<file path="src/rtl/neurocore.sv">
// neurocore: four leaky integrate-and-fire neurons, each fully connected to
// four binary input spike lines through a signed 4x4 weight matrix.
// A shared threshold and leak are programmed over the pin interface.
// One network timestep is evaluated per strobe cycle.
module neurocore (
  input  logic       clk,
  input  logic       rst_n,   // asynchronous, active-HIGH despite the name
  input  logic       ena,
  input  logic [7:0] ui_in,
  input  logic [7:0] uio_in,
  output logic [7:0] uo_out,
  output logic [7:0] uio_out,
  output logic [7:0] uio_oe
);

  // Weight matrix indexed [neuron][input]; each entry is a signed byte.
  logic [3:0][3:0][7:0] w_q, w_d;
  logic [7:0]           thr_q, thr_d;
  logic [7:0]           leak_q, leak_d;
  logic [3:0][7:0]      v_q, v_d;
  logic [3:0]           spk_q, spk_d;

  // Per-neuron result of a step: {fired, new membrane}.
  logic [3:0][8:0]      step_res_s;

  logic       we_s;
  logic [5:0] addr_s;
  logic       strobe_s;
  logic       unused_s;

  assign we_s     = uio_in[7];
  assign addr_s   = uio_in[5:0];
  assign strobe_s = ui_in[7];

  // Tile enable and the spare control bit carry no function.
  assign unused_s = &{1'b0, ena, uio_in[6]};

  // One LIF update: integrate weighted spikes, subtract leak, clamp to a
  // byte, then fire-and-reset when the clamped value reaches threshold.
  // Twelve signed bits cover the worst case 255 + 4*127 and 0 - 4*128 - 255.
  function automatic logic [8:0] lif_step(
    input logic [7:0]      v,
    input logic [3:0][7:0] w,
    input logic [3:0]      s,
    input logic [7:0]      leak,
    input logic [7:0]      thr
  );
    logic signed [11:0] sum;
    logic [7:0]         vc;
    sum = $signed({4'b0000, v});
    for (int i = 0; i < 4; i++) begin
      if (s[i]) begin
        sum = sum + $signed({{4{w[i][7]}}, w[i]});
      end else begin
        sum = sum;
      end
    end
    sum = sum - $signed({4'b0000, leak});
    if (sum < 12'sd0) begin
      vc = 8'h00;
    end else if (sum > 12'sd255) begin
      vc = 8'hFF;
    end else begin
      vc = sum[7:0];
    end
    if (vc >= thr) begin
      return {1'b1, 8'h00};
    end else begin
      return {1'b0, vc};
    end
  endfunction

  // Evaluate the candidate step result for every neuron in parallel.
  always_comb begin
    step_res_s = {4{9'h000}};
    for (int n = 0; n < 4; n++) begin
      step_res_s[n] = lif_step(v_q[n], w_q[n], ui_in[3:0], leak_q, thr_q);
    end
  end

  // Next-state: config write has priority over a step; otherwise hold.
  always_comb begin
    w_d    = w_q;
    thr_d  = thr_q;
    leak_d = leak_q;
    v_d    = v_q;
    spk_d  = spk_q;
    if (we_s) begin
      if (addr_s < 6'd16) begin
        w_d[addr_s[3:2]][addr_s[1:0]] = ui_in;
      end else if (addr_s == 6'd16) begin
        thr_d = ui_in;
      end else if (addr_s == 6'd17) begin
        leak_d = ui_in;
      end else begin
        thr_d = thr_q;
      end
    end else if (strobe_s) begin
      for (int n = 0; n < 4; n++) begin
        v_d[n]   = step_res_s[n][7:0];
        spk_d[n] = step_res_s[n][8];
      end
    end else begin
      spk_d = spk_q;
    end
  end

  // State registers with asynchronous reset to the power-on configuration.
  always_ff @(posedge clk or posedge rst_n) begin
    if (rst_n) begin
      w_q    <= {16{8'h00}};
      thr_q  <= 8'h80;
      leak_q <= 8'h00;
      v_q    <= {4{8'h00}};
      spk_q  <= 4'b0000;
    end else begin
      w_q    <= w_d;
      thr_q  <= thr_d;
      leak_q <= leak_d;
      v_q    <= v_d;
      spk_q  <= spk_d;
    end
  end

  // Spike vector is registered; the membrane probe follows the select live.
  assign uo_out  = {v_q[ui_in[6:5]][7:4], spk_q};
  assign uio_out = 8'h00;
  assign uio_oe  = 8'h00;

endmodule

</file>
<file path="config.mk">
export PLATFORM = sky130hd
export DESIGN_NAME = neurocore
export DESIGN_NICKNAME = d
export VERILOG_FILES = /design/src/rtl/neurocore.sv
export SDC_FILE = /design/constraint.sdc
export NUM_CORES = 1
export LEC_CHECK = 0
export CELL_PAD_IN_SITES_DETAIL_PLACEMENT = 0
export CELL_PAD_IN_SITES_GLOBAL_PLACEMENT = 1
export CORE_MARGIN = 2
export CORE_UTILIZATION = 35
export DETAILED_ROUTE_END_ITERATION = 16
export GPL_TIMING_DRIVEN = 0
export PLACE_DENSITY = 0.61
export SLEW_MARGIN = 20
export SYNTH_ARGS = -nofsm -noshare
export SYNTH_HDL_FRONTEND = slang
export SYNTH_SLANG_ARGS = --single-unit
export TNS_END_PERCENT = 5
</file>
<file path="constraint.sdc">
create_clock -name clk -period 26.1 [get_ports clk]
set_input_delay 5.22 -clock clk [delete_from_list [all_inputs] [get_ports clk]]
set_output_delay 5.22 -clock clk [all_outputs]
set_load 0.05 [all_outputs]
</file>
Word level (Yosys, flattened, before mapping)
Index checks and enable logic that the tools add are counted.
- bits in registers: 180
- bits of input ports: 19
- bitwise gates (word level): 3
- multiplexer cells: 35
- order comparisons: 18
- add/subtract/negate cells: 20
- equality and inequality tests: 2
- reduce and logical (&&, ||, !) cells: 6
- operator list (operator ; count):
    2-to-1 mux 12 bit ; 16
    adder 12 x 8 -> 12 bit ; 12
    bitwise mux 128 bit ; 1
    2-to-1 mux 8 bit ; 10
    demux 32 bit (select 2 bit) ; 1
    > comparator 12 x 9 -> 1 bit (second input constant) ; 4
    less-than comparator 12 x 1 -> 1 bit (second input constant) ; 4
    subtractor 12 x 9 -> 12 bit ; 4
    adder 9 x 8 -> 10 bit ; 4
    2-to-1 mux 9 bit ; 4
    >= comparator 8 bit ; 4
    2-to-1 mux 32 bit ; 1
    binary-select mux 8 bit (select 2 bit) ; 1
    demux 8 bit (select 2 bit) ; 1
    == test 6 x 5 -> 1 bit (second input constant) ; 2
    less-than comparator 2 x 3 -> 1 bit (second input constant) ; 3
    less-than comparator 6 x 5 -> 1 bit (second input constant) ; 1
    >= comparator 2 x 1 -> 1 bit (second input constant) ; 2
    AND reduction 2 bit ; 2
    AND reduction 4 bit ; 1
    inverter 1 bit ; 3
    AND reduction 3 bit ; 1
    logical AND 1 bit ; 2

Longest topological paths before layout
- depth in word-level cells: 14
- mapped depth: 43
- mapped depth without buffers: 43

Worst setup path before layout
Ideal clock, no wire load.
- path type: input -> register
- from: input ui_in[0]
- to: register v_q[24] (netlist name)
- path slack: 12784 ps
- cell stages on the path: 40
- data arrival time: 13240 ps
- setup time: 77 ps
- cells stage by stage: buf_2 > buf_1 > clkbuf_1 > mux2_2 > ha_1 > fa_1 > a21o_1 > a21oi_1 > xnor2_1 > mux2_2 > ha_1 > o21a_1 > o31a_1 > a211oi_1 > a21o_1 > ha_1 > o21a_1 > o31a_1 > (+4 left out) > ha_1 > o21a_1 > o31a_1 > nor2_1 > and4bb_1 > xor3_2 > or2_2 > ha_1 > nand2b_1 > a21o_1 > a21o_1 > a21o_1 > a21o_1 > a21o_1 > a21o_1 > a211oi_1 > nand2b_2 > o21ai_1
- word-level cells in the longest chain between the ends: 13
- elaborated cells between the ends (all ways): 14
- ends and longest elaborated chain (what ; RTL line ; RTL):
    start: declaration ; 9 ; input logic [7:0] ui_in,
    2-to-1 mux 12 bit (*) ; 52 ; if (s[i]) begin
    adder 12 x 8 -> 12 bit ; 53 ; sum = sum + $signed({{4{w[i][7]}}, w[i]});
    2-to-1 mux 12 bit (*) ; 52 ;
    adder 12 x 8 -> 12 bit ; 53 ;
    2-to-1 mux 12 bit (*) ; 52 ;
    adder 12 x 8 -> 12 bit ; 53 ;
    2-to-1 mux 12 bit (*) ; 52 ;
    subtractor 12 x 9 -> 12 bit (*) ; 58 ; sum = sum - $signed({4'b0000, leak});
    > comparator 12 x 9 -> 1 bit ; 61 ; end else if (sum > 12'sd255) begin
    2-to-1 mux 8 bit ; 61 ;
    2-to-1 mux 8 bit (*) ; 59 ; if (sum < 12'sd0) begin
    >= comparator 8 bit ; 66 ; if (vc >= thr) begin
    2-to-1 mux 9 bit (*) ; 66 ;
    end signal: assignment ; 114 ; v_q <= {4{8'h00}};
    end signal: assignment ; 120 ; v_q <= v_d;
    end: declaration ; 20 ; logic [3:0][7:0] v_q, v_d;
Every way passes the cells marked *; elsewhere a longest branch is shown, timed or not.
A chain may end at the register's enable or synchronous reset.

Worst setup path in the final report
- from: input ui_in[0]
- to: register v_q[17] (netlist name)
The elaborated chain is that of the path after synthesis.

==> flow_metrics.py <==
metrics = {
    "floorplanning": {
        "floorplan.rows": 84,
        "fp.dieH_um": 234.7,
        "die_w_um": 234.7,
        "placeableCoreArea_um2": 52550,
        "initial_core_util_pct": 35.44,
        "die_area_um2": 55070,
        "pin_count": 43,
    },
    "layout": {
        "regArea_um2": 4506,
        "multi_input_area_um2": 13440,
        "final_cell_mix": "ha_1 (236), dfrtp_1 (179), mux2_2 (172), nand2_1 (169), nor2_1 (156)",
        "drive_gt1_share_pct": 12.53,
        "final_nets": 2433,
        "layout.cells.non_filler": 2860,
        "areaGrowthSynthToFinish_pct": 9.964,
        "final_common_cell": "ha_1",
        "nFillCells": 5358,
    },
    "timing": {
        "fin_crit_sh_pct": 61.77,
        "rsz0062_at_grt": "false",
        "slew_headroom_pct": 26.45,
        "hold_viol": 0,
        "fin_setup_tns_ps": 0,
        "slew_violations": 0,
        "finalClockSkew_ps": 14.20,
        "final-setup-viol-count": 0,
        "worst_pin_slew_ps": 1103,
        "max_freq_ghz": 0.06202,
        "post-route-min-period_ps": 16120,
        "fin_ws_ps": 9977,
    },
    "worst_setup_path": {
        "r2r-end": "v_q[17]$_DFFE_PP0P_",
        "path_class": "input port to register",
        "r2r_slack_ps": 15760,
        "r2r_cells": 42,
        "end_kind": "register",
        "worst-path-max-fanout": 10,
        "cpMaxStageDelayCell": "clkbuf_1",
        "cpPeakStageDelay_ps": 860,
        "rr_startpoint": "v_q[16]$_DFFE_PP0P_",
        "cp_data_arrival_time_ps": 16540,
        "cp.required_ps": 26520,
        "startpoint_type": "input port",
    },
    "clock_network": {
        "numCtsBuffers": 17,
        "cts_tree": "done",
        "ctsResizeCount": 0,
        "root_buffer": "clkbuf_16",
        "cts_sinks": 180,
        "clk_pin_slew_ps": 70,
        "post-cts-setup-buffer-count": 0,
        "clk_latency_ps": 510,
        "postCtsHoldBufs": 0,
        "cts.htree.levels": 4,
        "cts.path.max_buffers": 2,
    },
    "route": {
        "routed-via-count": 15996,
        "dr.pass1.iters": 6,
        "first_iter_violations": 1233,
        "drt_drc_violations_left": 0,
        "wire_per_inst_um": 23.14,
        "antenna_left": 0,
        "drt_wl_total_um": 66170,
        "viasPerCell": 5.593,
    },
    "pwr": {
        "p_per_area_nw_per_um2": 98.90,
        "vdd_drop_max_uv": 59.72,
        "leakage_nw": 9.524,
    },
    "grt": {
        "grt_pass1_wl_um": 98320,
        "antenna_found_initial": 3,
        "grt_max_degree": 79,
        "track_usage_pct": 24.03,
        "grt_overflow": 0,
        "first_global_vias": 15274,
    },
    "logic_synthesis": {
        "netlist_area_um2": 18620,
        "avgSynthCellArea_um2": 8.880,
        "synth_ff_type": "dfrtp_1",
        "synth_top_area_share_pct": 24.05,
        "synth_cell_types": 100,
        "synth_top_area_cell": "dfrtp_1",
        "synth_seq_cells": 180,
        "synth_edf_count": 0,
        "ys_async_sr_fraction_pct": 100.0,
        "yosysWarnings": 0,
        "synth.area.top_cells": "dfrtp_1 (24%), ha_1 (16%), mux2_2 (10%)",
        "synthCells": 2097,
        "yosysSeqAreaShare_pct": 24.20,
    },
    "worst_hold_path": {
        "min_to": "thr_q[2]$_DFFE_PP0P_",
        "hold_path_depth": 2,
        "holdCritStartpoint": "thr_q[2]$_DFFE_PP0P_",
        "hp-class": "register to register",
    },
    "outcome": {
        "status": "finished, final reports clean",
    },
    "place": {
        "place_congestion": 0.9040,
        "dp.cells": 2827,
        "dp_slack_ps": 9739,
        "dp_hpwl_um": 51900,
        "port_buffers": 20,
    },
    "run": {
        "cap_violations": 0,
    },
}
report_power, final:
part / internal, W / total [W] / switching, W
Sequential: 0.000328 / 0.000375 / 0.0000476
Combinational: 0.000571 / 0.00137 / 0.000794
Clock: 0.000149 / 0.000285 / 0.000136
per-layer routing:
metal | vias to the layer above | wire length [um] | track usage [%] | part of all wire [%]
li1 | 7722 | - | - | -
met1 | 7810 | 33080 | 35.54 | 50
met2 | 391 | 28380 | 36.05 | 43
met3 | 73 | 3008 | 3.148 | 4.5
met4 | 0 | 1705 | 7.537 | 2.6
met5 | - | 0 | 0 | 0
worst max-delay path, delay by kind of cell:
| kind | cells | cell delay, ps |
|---|---|---|
| AO/OA/AOI/OAI | 18 | 4180 |
| XOR/XNOR | 2 | 860 |
| adder cells (fa/ha/maj) | 4 | 1270 |
| buffers and inverters | 5 | 2420 |
| multiplexers | 1 | 100 |
| AND/OR/NAND/NOR | 9 | 2420 |
cell families (layout without fill, tap and decap cells):
kind of cell             count (synthesis)  after routing  synth area share (%)
AO/OA/AOI/OAI                          607            607                 21.17
XOR/XNOR                               138            138                 6.692
adder cells (fa/ha/maj)                256            256                 18.01
buffers and inverters                  182            241                 4.058
flip-flops                             180            180                 24.20
multiplexers                           194            194                 11.85
other                                    1             17               0.02014
AND/OR/NAND/NOR                        539            539                 14.01
synth_stat cells (13+ instances only):
master / n
nor2_1: 156
mux2_2: 172
o21ai_1: 19
o22ai_1: 13
o211ai_1: 24
clkbuf_1: 59
a21oi_1: 147
a211oi_1: 34
nor2b_1: 42
inv_1: 94
o21ai_0: 152
o21bai_1: 16
and2_1: 19
ha_1: 236
nor3_1: 25
nand3_1: 14
a21o_1: 56
buf_4: 17
xor2_1: 53
xnor2_1: 82
fa_1: 20
dfrtp_1: 179
nand2_1: 169
mux2i_1: 18
nand2b_1: 33
o21a_1: 43
area by class of cell:
class                      instances  share of cell area [%]
antenna                            1                 0.01222
buffer                            86                   1.967
multi-input combinational       1750                   65.62
inverter                          96                   1.796
timing repair buffer              27                   1.454
clock inverter                    11                  0.6966
tap                              688                   4.204
sequential                       180                   22.00
clock buffer                      21                   2.249
registers in the layout, summed over array words and instances, names as in the netlist:
| register | count |
|---|---|
| w_q | 128 |
| v_q | 32 |
| leak_q | 8 |
| thr_q | 8 |
| spk_q | 4 |
stage by stage:
| stage | area, um^2 | util (%) | total power (W) | hold WS (ps) |
|---|---|---|---|---|
| finish | 20480 | 38.97 | 0.002025 | 486.8 |
| global route | 20470 | 38.96 | 0.002203 | 517.2 |
| floorplan | 18680 | - | 0.001370 | 449.8 |
| global placement | 19740 | 37.56 | 0.001698 | 462.6 |
| detailed placement | 19870 | 37.81 | 0.001717 | 470.8 |
| CTS | 20470 | 38.96 | 0.002017 | 486.7 |
how the worst max path moves through the flow:
stage | slack (ps) | to | start | cells past startpoint
after detailed placement | 9740 | v_q[21]$_DFFE_PP0P_ | ui_in[0] | 39
after CTS | 10230 | v_q[17]$_DFFE_PP0P_ | ui_in[0] | 39
after floorplan | 12780 | v_q[24]$_DFFE_PP0P_ | ui_in[0] | 40
after global placement | 9410 | v_q[25]$_DFFE_PP0P_ | ui_in[1] | 37
final | 9980 | v_q[17]$_DFFE_PP0P_ | ui_in[0] | 39
after global routing | 9390 | v_q[17]$_DFFE_PP0P_ | ui_in[0] | 39
Power figures use the tool's default switching activity.
